==> src/rtl/hls_loop_perf_monitor.sv <==
// Cosim performance probe for one HLS block and its pipelined loop: counts runs,
// latencies, iterations, in-flight depth and initiation intervals from handshake traffic.
module hls_loop_perf_monitor #(
    parameter int STATE_W = 1,
    parameter int CNT_W   = 32
) (
    input  logic               clock,
    input  logic               reset,
    input  logic               finish,
    input  logic               ap_start,
    input  logic               ap_ready,
    input  logic               ap_done,
    input  logic               ap_continue,
    input  logic [STATE_W-1:0] cur_state,
    input  logic [STATE_W-1:0] iter_start_state,
    input  logic [STATE_W-1:0] iter_end_state,
    input  logic [STATE_W-1:0] quit_state,
    input  logic               iter_start_block,
    input  logic               iter_end_block,
    input  logic               quit_block,
    input  logic               iter_start_enable,
    input  logic               iter_end_enable,
    input  logic               quit_enable,
    input  logic               loop_start,
    input  logic               loop_ready,
    input  logic               loop_done,
    input  logic               loop_continue,
    input  logic               quit_at_end,
    output logic               mod_busy,
    output logic [CNT_W-1:0]   mod_runs,
    output logic [CNT_W-1:0]   mod_last_lat,
    output logic [CNT_W-1:0]   loop_runs,
    output logic [CNT_W-1:0]   loop_last_trip,
    output logic [CNT_W-1:0]   loop_last_lat,
    output logic [CNT_W-1:0]   iter_starts,
    output logic [CNT_W-1:0]   iter_ends,
    output logic [CNT_W-1:0]   in_flight,
    output logic [CNT_W-1:0]   ii_min,
    output logic [CNT_W-1:0]   ii_max,
    output logic               frozen
);

    typedef enum logic [1:0] {M_IDLE, M_RUN, M_HOLD} mod_state_t;
    typedef enum logic       {L_IDLE, L_ACTIVE}      loop_state_t;

    localparam logic [CNT_W-1:0] ALL_ONES = '1;
    localparam logic [CNT_W-1:0] ONE      = {{(CNT_W-1){1'b0}}, 1'b1};

    function automatic logic [CNT_W-1:0] sat_inc(input logic [CNT_W-1:0] v);
        return (v == ALL_ONES) ? v : v + ONE;
    endfunction

    mod_state_t        mod_state;
    loop_state_t       loop_state;
    logic [CNT_W-1:0]  cyc;
    logic [CNT_W-1:0]  start_cyc;
    logic [CNT_W-1:0]  lstart_cyc;
    logic [CNT_W-1:0]  last_istart_cyc;
    logic [CNT_W-1:0]  trip;
    logic              have_last;

    logic              istart, iend, quit;
    logic              mod_start_now, mod_complete, loop_exit;
    logic [CNT_W-1:0]  mod_base, trip_now, ii_d;
    logic              unused_inputs;

    assign unused_inputs = ap_ready ^ loop_ready;

    assign istart = (cur_state == iter_start_state) && !iter_start_block && iter_start_enable;
    assign iend   = (cur_state == iter_end_state)   && !iter_end_block   && iter_end_enable;
    assign quit   = (cur_state == quit_state) && !quit_block && quit_enable && loop_done
                    && (quit_at_end || !iend);

    // A start accepted in IDLE may complete in the same cycle, so latency is measured from cyc itself.
    assign mod_start_now = (mod_state == M_IDLE) && ap_start;
    assign mod_complete  = (((mod_state == M_RUN) || mod_start_now) && ap_done && ap_continue)
                           || ((mod_state == M_HOLD) && ap_continue);
    assign mod_base      = mod_start_now ? cyc : start_cyc;

    assign loop_exit = (loop_state == L_ACTIVE) && ((loop_done && loop_continue) || quit);
    assign trip_now  = istart ? sat_inc(trip) : trip;
    assign ii_d      = cyc - last_istart_cyc;

    assign mod_busy = (mod_state != M_IDLE);

    always_ff @(posedge clock) begin
        if (reset) begin
            mod_state       <= M_IDLE;
            loop_state      <= L_IDLE;
            cyc             <= '0;
            start_cyc       <= '0;
            lstart_cyc      <= '0;
            last_istart_cyc <= '0;
            trip            <= '0;
            have_last       <= 1'b0;
            mod_runs        <= '0;
            mod_last_lat    <= '0;
            loop_runs       <= '0;
            loop_last_trip  <= '0;
            loop_last_lat   <= '0;
            iter_starts     <= '0;
            iter_ends       <= '0;
            in_flight       <= '0;
            ii_min          <= ALL_ONES;
            ii_max          <= '0;
            frozen          <= 1'b0;
        end else if (!frozen) begin
            // NOTE: the cycle finish is first seen already counts as frozen, so nothing else updates.
            if (finish) begin
                frozen <= 1'b1;
            end else begin
                cyc <= sat_inc(cyc);

                unique case (mod_state)
                    M_IDLE: if (ap_start) begin
                        start_cyc <= cyc;
                        if (!ap_done)         mod_state <= M_RUN;
                        else if (!ap_continue) mod_state <= M_HOLD;
                    end
                    M_RUN:  if (ap_done) mod_state <= ap_continue ? M_IDLE : M_HOLD;
                    M_HOLD: if (ap_continue) mod_state <= M_IDLE;
                    default: mod_state <= M_IDLE;
                endcase
                if (mod_complete) begin
                    mod_runs     <= sat_inc(mod_runs);
                    mod_last_lat <= sat_inc(cyc - mod_base);
                end

                if (istart) iter_starts <= sat_inc(iter_starts);
                if (iend)   iter_ends   <= sat_inc(iter_ends);
                if (istart && !iend)                      in_flight <= sat_inc(in_flight);
                else if (iend && !istart && in_flight != '0) in_flight <= in_flight - ONE;

                if (istart) begin
                    last_istart_cyc <= cyc;
                    have_last       <= 1'b1;
                    if (have_last) begin
                        if (ii_d < ii_min) ii_min <= ii_d;
                        if (ii_d > ii_max) ii_max <= ii_d;
                    end
                end

                // Placed after the II update so a new invocation always restarts interval tracking.
                unique case (loop_state)
                    L_IDLE: if (loop_start) begin
                        loop_state <= L_ACTIVE;
                        lstart_cyc <= cyc;
                        trip       <= '0;
                        have_last  <= 1'b0;
                    end
                    L_ACTIVE: begin
                        trip <= trip_now;
                        if (loop_exit) begin
                            loop_state     <= L_IDLE;
                            loop_runs      <= sat_inc(loop_runs);
                            loop_last_trip <= trip_now;
                            loop_last_lat  <= sat_inc(cyc - lstart_cyc);
                        end
                    end
                    default: loop_state <= L_IDLE;
                endcase
            end
        end
    end

endmodule

==> config.mk <==
export PLATFORM = sky130hd
export DESIGN_NAME = hls_loop_perf_monitor
export DESIGN_NICKNAME = d
export VERILOG_FILES = /design/src/rtl/hls_loop_perf_monitor.sv
export SDC_FILE = /design/constraint.sdc
export NUM_CORES = 1
export LEC_CHECK = 0
export ABC_AREA = 0
export CAP_MARGIN = 0
export CORE_UTILIZATION = 62
export CTS_CLUSTER_DIAMETER = 120
export DETAILED_ROUTE_END_ITERATION = 6
export PLACE_DENSITY_LB_ADDON = 0.2
export SYNTH_ARGS = -nofsm -noshare
export SYNTH_HDL_FRONTEND = slang
export SYNTH_SLANG_ARGS = --single-unit
==> constraint.sdc <==
create_clock -name clock -period 9.7 [get_ports clock]
set_input_delay 1.94 -clock clock [delete_from_list [all_inputs] [get_ports clock]]
set_output_delay 1.94 -clock clock [all_outputs]
set_load 0.03 [all_outputs]
==> results by group <==
Run status
  • Outcome: finished, final reports clean

Place
  • Port Buffers: 341
  • DP HPWL: 56.9 mm
  • GP Congestion: 0.943

Synth
  • Synth warnings: 0
  • EDFF count, synth: 0
  • Register area share after synthesis: 0.325
  • Mapped Nets: 4038
  • Cell Area, Synth: 29900 µm²
  • Count leader, synth: dfxtp_1
  • Synth unique cells: 92
  • Post-synthesis async set-or-reset flop share: 0
  • Main flop type after synthesis: dfxtp_1
  • Mapped Avg Cell Area: 7.82 µm²
  • Yosys reg bits: 485
  • Synth top cells by count: dfxtp_1 (485), nor2_1 (465), nand2_1 (442), a21oi_1 (326), ha_1 (194)
  • Cells after Synth: 3818
  • Top cells by area, synth: dfxtp_1 (33%), ha_1 (8.1%), nor2_1 (5.8%), nand2_1 (5.6%), a21oi_1 (5.5%)
  • Cell taking the most area after synthesis: dfxtp_1
  • Yosys top cell area share: 0.325

STA
  • Final Setup Violations: 0
  • Max Slew Vio Count: 0
  • Hold Violations, Final: 0
  • Fin crit share: 0.719
  • Clk_skew: 0.0260 ns
  • Setup_tns: 0 ns
  • Worst slew pin tran: 1.16 ns
  • F_max: 143 MHz
  • RSZ-0062 raised after global routing: false
  • Crit path time final: 6.97 ns
  • Max_slew headroom: 0.227

CTS
  • Setup repair bufs after CTS: 0
  • Worst-path clk slew: 0.06 ns
  • Clk buf depth: 3
  • Root cell of the clock tree: clkbuf_16
  • Clk_lat worst skew: 0.60 ns
  • CTS buffer count: 51
  • CTS Sinks: 485
  • CTS Hold Bufs: 0
  • Number of gates resized after CTS: 0
  • H-tree depth: 2
  • CTS tree: yes

GRT
  • Tot GR Track Use: 0.314
  • Vias in the first global route: 26200
  • Grt total ovfl: 0
  • First-pass GRT wire length: 130 mm
  • Antenna violations before repair: 0
  • Pin count of the biggest net entering global routing: 98

Setup path
  • Startpoint types: input port
  • Top delay family on crit path: simple AND/OR/NAND/NOR gates
  • Crit end category: flip-flop
  • Buf/Inv on CP: 2
  • Worst Path Required: 10.18 ns
  • WP data arrival: 7.45 ns
  • Max Fanout on Critical Path: 21
  • Critical-path top delay cell: nor3_2
  • Crit path cell chain: clkdlybuf4s50_1 -> inv_1 -> nor2_4 -> mux2i_1 -> ha_1 -> and2_1 -> a221o_1 -> a221o_1 -> o21ai_4 -> o211ai_4 -> a311oi_4 -> xor2_2 -> nor3_2 -> nand3_2 -> and4_1 -> a311o_1
  • Max incr delay on CP: 0.82 ns
  • Cell repeated most along the worst path: a221o_1
  • Reg-to-reg slack, setup: 2.79 ns
  • CP Class: input port to flip-flop

Drt
  • Pre-antenna DRT Iters: 5
  • DRT iter0 DRCs: 2031
  • WL final: 79.9 mm
  • Vias per cell: 5.95
  • Routed Antenna Nets: 0
  • Drt wl/cell: 17.0 µm
  • DRC: 0
  • Via count: 28000

Die
  • Chip Height: 221 µm
  • Die W: 221 µm
  • IO Pins: 344
  • Effective utilization at floorplan: 0.627
  • Die Area: 49000 µm²
  • Core area: 47600 µm²
  • Rows: 80

Flow run
  • Maxcap violations: 0

Final layout
  • Area delta synth->final: 18.1%
  • Fraction of layout cells with a size suffix above 1: 0.0401
  • Layout fillers: 3748
  • Number of diodes: 0
  • Final Net Count: 4274

Power and ir drop
  • Max VDD drop: 0.122 mV
  • Power Density: 133 nW/µm²
  • Static leakage: 13.9 nW
  • Tot Pwr: 4.67 mW

Worst hold path
  • Hold WC Path Type: flip-flop to flip-flop
[layout by cell type (no fill, tap or decap), types with 28 or more instances in the layout]
| master | Yosys | final |
|---|---|---|
| o21a_1 | 28 | 28 |
| dfxtp_1 | 485 | 485 |
| xnor2_1 | 140 | 140 |
| ha_1 | 194 | 194 |
| nor2_1 | 465 | 462 |
| a21oi_1 | 326 | 326 |
| nor4_1 | 39 | 38 |
| o21ai_0 | 170 | 170 |
| clkdlybuf4s50_1 | 0 | 340 |
| a211oi_1 | 69 | 69 |
| a31oi_1 | 31 | 31 |
| xor2_1 | 162 | 162 |
| inv_1 | 189 | 188 |
| a21o_1 | 52 | 52 |
| and3_1 | 55 | 54 |
| mux2i_1 | 100 | 100 |
| or3_1 | 42 | 42 |
| nor2b_1 | 30 | 30 |
| nand4_1 | 84 | 84 |
| clkbuf_16 | 0 | 53 |
| nand3_1 | 117 | 117 |
| and4_1 | 30 | 30 |
| nand2_1 | 442 | 441 |
| nor3_1 | 71 | 71 |
[state kept, by name, indices dropped and copies added (netlist names)]
name	cells
cyc	32
mod_runs	32
ii_max	32
loop_last_trip	32
in_flight	32
mod_state	2
last_istart_cyc	32
have_last	1
loop_state	1
iter_ends	32
mod_last_lat	32
lstart_cyc	32
loop_runs	32
trip	32
start_cyc	32
frozen	1
ii_min	32
loop_last_lat	32
iter_starts	32
[cell type report]
| class | instances | area, µm² | share of cell area |
|---|---|---|---|
| clock inverter | 15 | 159 | 0.00451 |
| clock buffer | 75 | 1530 | 0.0434 |
| inverter | 189 | 709 | 0.0201 |
| sequential | 485 | 9710 | 0.275 |
| tap | 615 | 769 | 0.0218 |
| multi-input combinational | 2961 | 18800 | 0.533 |
| timing repair buffer | 366 | 3610 | 0.102 |
[final timing paths]
path                             from                  end  depth (start not counted)
setup / recovery             ap_start     mod_last_lat[21]                         16
setup reg to reg               cyc[0]           ii_min[10]                         23
hold reg to reg   last_istart_cyc[20]  last_istart_cyc[20]                          2
hold / removal    last_istart_cyc[20]  last_istart_cyc[20]                          2
[per-layer routing]
layer  up-vias  wire [µm]  global-route usage  part of all wire
met2       700      38200               0.546              0.48
met4         0       2560               0.108             0.032
met5         -          0                   0                 0
li1      14000          -                   -                 -
met3       159       4440              0.0572             0.056
met1     13100      34700               0.389              0.43
[cells by family after synthesis]
kind of cell | after synthesis | synth area share
and+or+nand+nor | 1472 | 0.231
AOI/OAI and AO/OA | 882 | 0.188
DFF | 485 | 0.325
buffers and inverters | 372 | 0.0476
xor gates and xnor gates | 303 | 0.0891
adders and majority gates | 198 | 0.0840
muxes | 106 | 0.0358
[report_power, final]
part | leakage (nW) | internal [mW] | switching (mW)
logic | 9.18 | 0.255 | 0.398
clock network | 0.834 | 1.17 | 0.819
registers | 3.91 | 2.01 | 0.0250
[tightest hold or removal path: stages, from the launching register on]
cell and delay (ns):
dfxtp_1 0.31, nand2_1 0.05, a21oi_1 0.05
[through the flow]
step / hold WS [ns] / utilization / setup slack [ns] / cells / area (µm²)
after floorplan: 0.434 / - / 3.33 / 3818 / 29900
after global placement: 0.442 / 0.705 / 2.32 / 4616 / 33600
after detailed placement: 0.446 / 0.705 / 2.22 / 4616 / 33600
after CTS: 0.454 / 0.740 / 2.83 / 4706 / 35300
after global routing: 0.467 / 0.740 / 2.35 / 4706 / 35300
final: 0.453 / 0.740 / 2.73 / 4706 / 35300
Note: power is estimated with default switching activity, not from simulation.
